`src/rtl/dlx_mem_pkg.sv`:
```
// Shared definitions for the DLX memory subsystem: RAM geometry and the
// read-owner tag that travels alongside each in-flight RAM read.
package dlx_mem_pkg;

   localparam int MEM_ADDR_W = 16;
   localparam int MEM_DATA_W = 32;

   typedef enum logic [1:0] {
      OWN_NONE = 2'd0,
      OWN_VGA  = 2'd1,
      OWN_CPU  = 2'd2
   } owner_t;

endpackage

```
`src/rtl/rd_tag_pipe.sv`:
```
// In-order owner tag pipeline: the tag pushed with an accepted read emerges
// RD_LAT cycles later, aligned with the RAM's read data.
module rd_tag_pipe
   import dlx_mem_pkg::*;
#(
   parameter int RD_LAT = 1
) (
   input  logic   clk,
   input  logic   rst_n,
   input  owner_t i_push,
   output owner_t o_tag
);

   logic [RD_LAT-1:0][1:0] r_stage;

   generate
      if (RD_LAT == 1) begin : g_single
         always_ff @(posedge clk or negedge rst_n) begin
            if (!rst_n) begin
               r_stage <= {RD_LAT{2'(OWN_NONE)}};
            end else begin
               r_stage <= 2'(i_push);
            end
         end
      end else begin : g_multi
         always_ff @(posedge clk or negedge rst_n) begin
            if (!rst_n) begin
               r_stage <= {RD_LAT{2'(OWN_NONE)}};
            end else begin
               r_stage <= {r_stage[RD_LAT-2:0], 2'(i_push)};
            end
         end
      end
   endgenerate

   assign o_tag = owner_t'(r_stage[RD_LAT-1]);

endmodule

```
`src/rtl/vram_arbiter.sv`:
```
// Single-port RAM arbiter between the VGA fetcher (priority) and the DLX data
// port, with a starvation override and tag-routed read returns.
module vram_arbiter
   import dlx_mem_pkg::*;
#(
   parameter int ADDR_W   = MEM_ADDR_W,
   parameter int DATA_W   = MEM_DATA_W,
   parameter int RD_LAT   = 1,
   parameter int MAX_WAIT = 8
) (
   input  logic              clock_50,
   input  logic              reset_n,
   input  logic              vga_req,
   input  logic [ADDR_W-1:0] vga_addr,
   output logic              vga_ack,
   output logic              vga_rvalid,
   output logic [DATA_W-1:0] vga_rdata,
   input  logic              cpu_req,
   input  logic              cpu_we,
   input  logic [ADDR_W-1:0] cpu_addr,
   input  logic [DATA_W-1:0] cpu_wdata,
   output logic              cpu_ack,
   output logic              cpu_rvalid,
   output logic [DATA_W-1:0] cpu_rdata,
   output logic              mem_en,
   output logic              mem_we,
   output logic [ADDR_W-1:0] mem_addr,
   output logic [DATA_W-1:0] mem_wdata,
   input  logic [DATA_W-1:0] mem_rdata
);

   localparam int                WAIT_W   = $clog2(MAX_WAIT + 1);
   localparam logic [WAIT_W-1:0] WAIT_TOP = WAIT_W'(MAX_WAIT);

   logic [WAIT_W-1:0] r_waitCnt;
   logic              w_grantVga;
   logic              w_grantCpu;
   owner_t            w_push;
   owner_t            w_tag;

   // A CPU that has waited MAX_WAIT cycles jumps ahead of VGA for one access.
   always_comb begin
      w_grantVga = 1'b0;
      w_grantCpu = 1'b0;
      if (reset_n) begin
         if (cpu_req && (r_waitCnt == WAIT_TOP)) begin
            w_grantCpu = 1'b1;
         end else if (vga_req) begin
            w_grantVga = 1'b1;
         end else if (cpu_req) begin
            w_grantCpu = 1'b1;
         end
      end
   end

   assign vga_ack   = w_grantVga;
   assign cpu_ack   = w_grantCpu;
   assign mem_en    = w_grantVga | w_grantCpu;
   assign mem_we    = w_grantCpu & cpu_we;
   assign mem_addr  = w_grantCpu ? cpu_addr : vga_addr;
   assign mem_wdata = cpu_wdata;

   always_ff @(posedge clock_50 or negedge reset_n) begin
      if (!reset_n) begin
         r_waitCnt <= '0;
      end else if (cpu_req && !w_grantCpu) begin
         if (r_waitCnt != WAIT_TOP) begin
            r_waitCnt <= r_waitCnt + 1'b1;
         end
      end else begin
         r_waitCnt <= '0;
      end
   end

   // Writes and idle cycles push OWN_NONE so the pipe stays cycle-aligned.
   always_comb begin
      w_push = OWN_NONE;
      if (w_grantVga) begin
         w_push = OWN_VGA;
      end else if (w_grantCpu && !cpu_we) begin
         w_push = OWN_CPU;
      end
   end

   rd_tag_pipe #(
      .RD_LAT (RD_LAT)
   ) u_tagPipe (
      .clk    (clock_50),
      .rst_n  (reset_n),
      .i_push (w_push),
      .o_tag  (w_tag)
   );

   assign vga_rvalid = (w_tag == OWN_VGA);
   assign cpu_rvalid = (w_tag == OWN_CPU);
   assign vga_rdata  = mem_rdata;
   assign cpu_rdata  = mem_rdata;

endmodule

```
`config.mk`:
```
export PLATFORM = sky130hd
export DESIGN_NAME = vram_arbiter
export DESIGN_NICKNAME = d
export VERILOG_FILES = /design/src/rtl/dlx_mem_pkg.sv /design/src/rtl/rd_tag_pipe.sv /design/src/rtl/vram_arbiter.sv
export SDC_FILE = /design/constraint.sdc
export NUM_CORES = 1
export LEC_CHECK = 0
export BUFFER_PORTS_ARGS = -buffer_cell sky130_fd_sc_hd__clkbuf_2
export CORE_ASPECT_RATIO = 2
export CORE_MARGIN = 10
export CORE_UTILIZATION = 28
export CTS_CLUSTER_SIZE = 40
export DETAILED_ROUTE_END_ITERATION = 12
export PLACE_DENSITY = 0.82
export SLEW_MARGIN = 10
export SYNTH_ARGS = -nofsm -noshare
export SYNTH_HDL_FRONTEND = slang
export SYNTH_SLANG_ARGS = --single-unit
export TNS_END_PERCENT = 10
```
`constraint.sdc`:
```
create_clock -name clock_50 -period 2 [get_ports clock_50]
set_input_delay 0.1 -clock clock_50 [delete_from_list [all_inputs] [get_ports clock_50]]
set_output_delay 0.1 -clock clock_50 [all_outputs]
set_load 0.05 [all_outputs]
```
==> flow_summary.ini, run 1 <==
[sta]
rsz0062_at_grt = yes
hold_viol = 0
timing.final.crit_share_pct = 99.09
fmax_mhz = 504.6
fin_skew_ns = 0.003440
period_needed_ns = 1.982
slew_headroom_pct = 80.86
setup_viol = 0
setup_ws_ns = 0.01812
tightest_slew_ns = 0.2884
drv_slew = 0

[clock_network]
root_buffer = clkbuf_8
clkTransAtPathRegs_ns = 0.04
cts_tree = yes
numCtsBuffers = 3
clockBufferDepth = 2
clkSinkCount = 6
worstSkewPairLatency_ns = 0.22
h-tree-depth = 1

[route]
vias_per_cell = 4.636
drc = 0
drt-total-wl_um = 4976
drtPass1Iterations = 4
wl_per_cell_um = 28.27
vias = 816
ant_nets = 0
first_iter_violations = 29

[power]
irDropWorstVdd_v = 0.0005150
p_per_area_nw_per_um2 = 507.2
p_leak_nw = 0.6408

[global_route]
grt_pass1_vias = 1002
gr-total-overflow = 0
grt_first_pass_wirelength_um = 6272
antenna_found_initial = 0
grt_max_degree = 11
track_usage_pct = 11.16

[floorplan]
die_h_um = 116.6
start_util_pct = 28.71
rows = 35
die_w_um = 68.32
placeableCoreArea_um2 = 4554
io_pins = 219
fp.dieArea_um2 = 7969

[run]
cap_viol_max_count = 0

[synth]
synth_compound_area_share_pct = 3.732
synth_xor_xnor_area_share_pct = 1.340
synth-simple-area-share_pct = 8.230
synth_nets = 251
avgSynthCellArea_um2 = 8.834
syn_area_um2 = 1308
yosysSeqAreaShare_pct = 11.48
syn_inst = 148
yosys.area_share.adder_pct = 1.914
yosysWarnings = 0
yosysUniqueCellTypes = 23
ys_ff_latch = 6
synth_top_family_by_area = buffers and inverters
muxShareOfSynthArea_pct = 15.79

[critical_path]
crit_arrival_ns = 1.88
end_kind = output pin
critPathLaunchType = flip-flop
required_ns = 1.90
path_class = flip-flop to output pin
crit_fanout = 5

[run_status]
outcome = finished clean

[worst_hold_path]
hp-class = input port to flip-flop

[final_layout]
drive_above_1_share_pct = 75.21
layout.nets = 226
final_util_pct = 27.50
synthToLayoutAreaGrowth_pct = -4.211
antenna_cells = 0

[placement]
gp_congestion = 0.7583
place_hpwl_um = 3885
place_ws_ns = 0.1065
numPortBuffers = 58
## layer usage
layer | global-route usage (%) | routed length (um) | up-vias
met4 | 19.84 | 880 | 0
met1 | 5.657 | 827 | 327
met2 | 15.79 | 2250 | 78
met5 | 0 | 0 | -
li1 | - | - | 325
met3 | 8.838 | 1018 | 86
## sequential cells by signal, indices dropped and copies added (netlist names)
name,flops
u_tagPipe.o_tag,2
r_waitCnt,4
## worst max-delay path, stage by stage, from the launching register on
cell	delay [ns]
dfrtp_1	0.38
inv_2	0.08
ha_4	0.15
nand3b_4	0.11
a21oi_4	0.19
buf_6	0.14
clkbuf_16	0.15
mux2_4	0.31
buf_8	0.15
## cell usage after synthesis, drive strengths merged
cell type / n / area, um^2
buf: 97 / 740.7
mux2: 16 / 206.5
dfrtp: 6 / 150.1
nor2b: 4 / 25.02
a21oi: 3 / 26.28
inv: 3 / 11.26
nand2: 3 / 11.26
ha: 2 / 25.02
nand3b: 2 / 27.53
nor3: 2 / 10.01
o21a: 2 / 15.01
a211oi: 1 / 7.510
and2: 1 / 6.260
and3b: 1 / 10.01
nand3: 1 / 5.000
nor4: 1 / 6.260
or3: 1 / 6.260
xnor2: 1 / 8.760
xor2: 1 / 8.760
## layout by cell type (no fill, tap or decap)
| cell | count |
|---|---|
| mux2_4 | 13 |
| clkbuf_8 | 3 |
| nor2b_1 | 4 |
| nand3b_4 | 1 |
| ha_1 | 1 |
| a21oi_1 | 2 |
| o21a_1 | 2 |
| dfrtp_1 | 6 |
| a21oi_4 | 1 |
| nor3_1 | 2 |
| clkbuf_2 | 42 |
| inv_2 | 2 |
| xnor2_1 | 1 |
| and3b_2 | 1 |
| dlygate4sd3_1 | 1 |
| nand3b_1 | 1 |
| ha_4 | 1 |
| clkbuf_16 | 1 |
| nor4_1 | 1 |
| xor2_1 | 1 |
| buf_8 | 6 |
| or3_1 | 1 |
| buf_4 | 3 |
| and2_1 | 1 |
| nand3_1 | 1 |
| mux2_2 | 3 |
| inv_1 | 1 |
| a211oi_1 | 1 |
| buf_6 | 12 |
| buf_16 | 1 |
| nand2_1 | 3 |
| buf_12 | 1 |
## final cells by class
| class | count | area, um^2 |
|---|---|---|
| clock buffer | 3 | 41.29 |
| sequential | 6 | 150.1 |
| multi-input combinational | 42 | 440.4 |
| timing repair buffer | 67 | 540.5 |
| fill | 501 | 3302 |
| inverter | 3 | 11.26 |
| tap | 55 | 68.82 |
## timing repair
action	in CTS	in global routing
endpoints found under the hold margin	6	0
setup endpoints to repair	16	16
resized for setup	26	36
pin swaps	2	1
buffers inserted	3	2
gates cloned	1	1
hold buffers	1	0
## report_power, final
group	total, W	leakage, nW	switching, W	internal, W
clock	0.000180	0.0216	0.0000508	0.000129
sequential	0.000131	0.0807	0.00000359	0.000127
combinational	0.000324	0.538	0.000179	0.000145
## cell families after synthesis
group,after synthesis
compound gates,6
xor+xnor,2
fa+ha+maj,2
buf+inv,100
flops,6
mux,16
simple gates,16
## through the flow
| stage | hold WS [ns] | instance area (um^2) | std cells | total power, W | TNS, ns |
|---|---|---|---|---|---|
| floorplan | -0.1956 | 1308 | 148 | 0.0008173 | 0 |
| detailed placement | -0.02515 | 945.9 | 165 | 0.0003798 | 0 |
| finish | 0.06821 | 1252 | 176 | 0.0006352 | 0 |
| global placement | -0.02753 | 945.9 | 165 | 0.0003737 | 0 |
| CTS | 0.07134 | 1135 | 173 | 0.0006005 | -0.02340 |
| global route | 0.07801 | 1252 | 176 | 0.0006615 | -0.3494 |
## final timing paths
kind	start	to	slack [ns]	cells after the start
hold reg to reg	r_waitCnt[2]	r_waitCnt[2]	0.65	2
min in group asynchronous	reset_n	r_waitCnt[1]	0.40	2
hold / removal	cpu_we	u_tagPipe.o_tag[1]	0.07	2
max in group asynchronous	reset_n	u_tagPipe.o_tag[1]	1.38	2
setup / recovery	r_waitCnt[1]	mem_addr[7]	0.02	8
setup reg to reg	r_waitCnt[1]	u_tagPipe.o_tag[1]	0.59	7
Power figures use the tool's default switching activity.
==> inputs of run 2 (changes only) <==
--- a/config.mk
+++ b/config.mk
@@ -11,7 +11,7 @@
 export CORE_UTILIZATION = 28
 export CTS_CLUSTER_SIZE = 40
 export DETAILED_ROUTE_END_ITERATION = 12
-export PLACE_DENSITY = 0.82
+export PLACE_DENSITY = 0.91
 export SLEW_MARGIN = 10
 export SYNTH_ARGS = -nofsm -noshare
 export SYNTH_HDL_FRONTEND = slang
==> flow_summary.ini, run 2 (synthesized netlist as in run 1, its figures left out) <==
[run_status]
outcome = finished clean

[route]
drtPass1Iterations = 2
vias_per_cell = 4.616
ant_nets = 0
first_iter_violations = 13
vias = 794
drt-total-wl_um = 4895
wl_per_cell_um = 28.46
drc = 0

[global_route]
grt_max_degree = 11
gr-total-overflow = 0
grt_pass1_vias = 1022
top_usage_layer = met4
antenna_found_initial = 0
use_met2_pct = 15.42
use_met1_pct = 5.716
grt_first_pass_wirelength_um = 6251
met3_usage_pct = 8.165
track_usage_pct = 11.44

[final_layout]
layout_commonest_cell = clkbuf_2
antenna_cells = 0
final_cell_mix = 42 x clkbuf_2, 13 x mux2_4, 9 x buf_6
seq_area_um2 = 150.1
final_area_um2 = 1181
final_util_pct = 25.93
multi_input_area_um2 = 440.4
top_register = r_waitCnt
drive_above_1_share_pct = 74.36
largest_reg_flops = 4
fillers = 506
layout.nets = 222
synthToLayoutAreaGrowth_pct = -9.665
fin_cells = 172

[power]
p_leak_nw = 0.6080
power_frac_comb_pct = 50.1
power_w = 0.0006141
seqPwrFrac_pct = 21.4
p_int_w = 0.0003912
p_per_area_nw_per_um2 = 519.9
clockPowerShare_pct = 28.4
swShare_pct = 36.29
irDropWorstVdd_v = 0.0003818
p_switching_w = 0.0002229

[sta]
tightest_slew_ns = 0.3120
rsz0062_at_grt = yes
fin_skew_ns = 0.0003830
fmax_mhz = 510.5
setup_viol = 0
hold_viol = 0
drv_slew = 0
period_needed_ns = 1.959
timing.final.crit_share_pct = 97.95
slew_headroom_pct = 79.29

[floorplan]
die_w_um = 68.32
die_h_um = 116.6
start_util_pct = 28.71
fp.dieArea_um2 = 7969
placeableCoreArea_um2 = 4554
io_pins = 219
rows = 35

[critical_path]
critPathLaunchType = flip-flop
r2r_setup_slack_ns = 0.57
crit_arrival_ns = 1.86
required_ns = 1.90
crit_fanout = 10
end_kind = output pin
path_class = flip-flop to output pin

[clock_network]
clkSinkCount = 6
root_buffer = clkbuf_8
worstSkewPairLatency_ns = 0.22
cts_tree = yes
clockBufferDepth = 2
numCtsBuffers = 3
h-tree-depth = 1
clkTransAtPathRegs_ns = 0.03

[run]
cap_viol_max_count = 0

[placement]
gp_congestion = 0.6569
place_hpwl_um = 4033
post_dp_cell_area_um2 = 945.9
dp_cells = 165
numPortBuffers = 58

[worst_hold_path]
hp-class = input port to flip-flop
==> run 2: path summary, 6_finish.rpt <==
check / startpoint / endpoint / cells past startpoint
worst max-delay path: r_waitCnt[1] / mem_addr[6] / 7
max in group asynchronous: reset_n / r_waitCnt[3] / 2
worst max register to register: r_waitCnt[1] / u_tagPipe.o_tag[1] / 6
worst min-delay path: cpu_we / u_tagPipe.o_tag[1] / 2
worst min register to register: r_waitCnt[2] / r_waitCnt[2] / 2
min in group asynchronous: reset_n / r_waitCnt[0] / 2
==> run 2: routing by layer <==
metal | routed length (um) | part of all wire (%)
met1 | 886 | 18
met2 | 2014 | 41
met4 | 986 | 20
met3 | 1008 | 21
met5 | 0 | 0
==> run 2: metrics by stage <==
stage / setup slack [ns] / setup TNS (ns) / hold slack [ns]
6_report: 0.04100 / 0 / 0.06201
3_5_place_dp: 0.1138 / 0 / -0.03012
4_1_cts: -0.002188 / -0.003221 / 0.05959
2_1_floorplan: 0.08896 / 0 / -0.1956
3_3_place_gp: 0.1746 / 0 / -0.03092
5_1_grt: -0.02816 / -0.1886 / 0.07326
==> run 2: final cells by class <==
type                    count  share of cell area (%)
clock buffers               3                   3.496
inverters                   3                  0.9534
multi-input cells          42                   37.29
flip-flops and latches      6                   12.71
well taps                  55                   5.826
repair buffers             63                   39.72
==> run 2: power groups by stage <==
stage	clock, W	sequential, W	combinational [W]
final	0.000175	0.000132	0.000308
after global routing	0.000184	0.000133	0.000326
after CTS	0.000178	0.000131	0.000287
after detailed placement	0	0.000133	0.000245
after global placement	0	0.000133	0.000241
after floorplan	0	0.000132	0.000685
==> run 2: critical path: stages, from the launching register on <==
cell      delay, ns
dfrtp_1        0.40
inv_2          0.09
ha_4           0.15
nand3b_4       0.11
a21oi_4        0.22
buf_12         0.17
mux2_2         0.35
buf_8          0.15
==> run 2: what timing repair did <==
| item | CTS | global route |
|---|---|---|
| setup buffers | 3 | 1 |
| pin swaps | 2 | 1 |
| endpoints found under the setup margin | 16 | 16 |
| gates resized for setup | 26 | 38 |
| hold endpoints to repair | 6 | 0 |
| hold buffers | 1 | 0 |
| gates cloned | 1 | 0 |
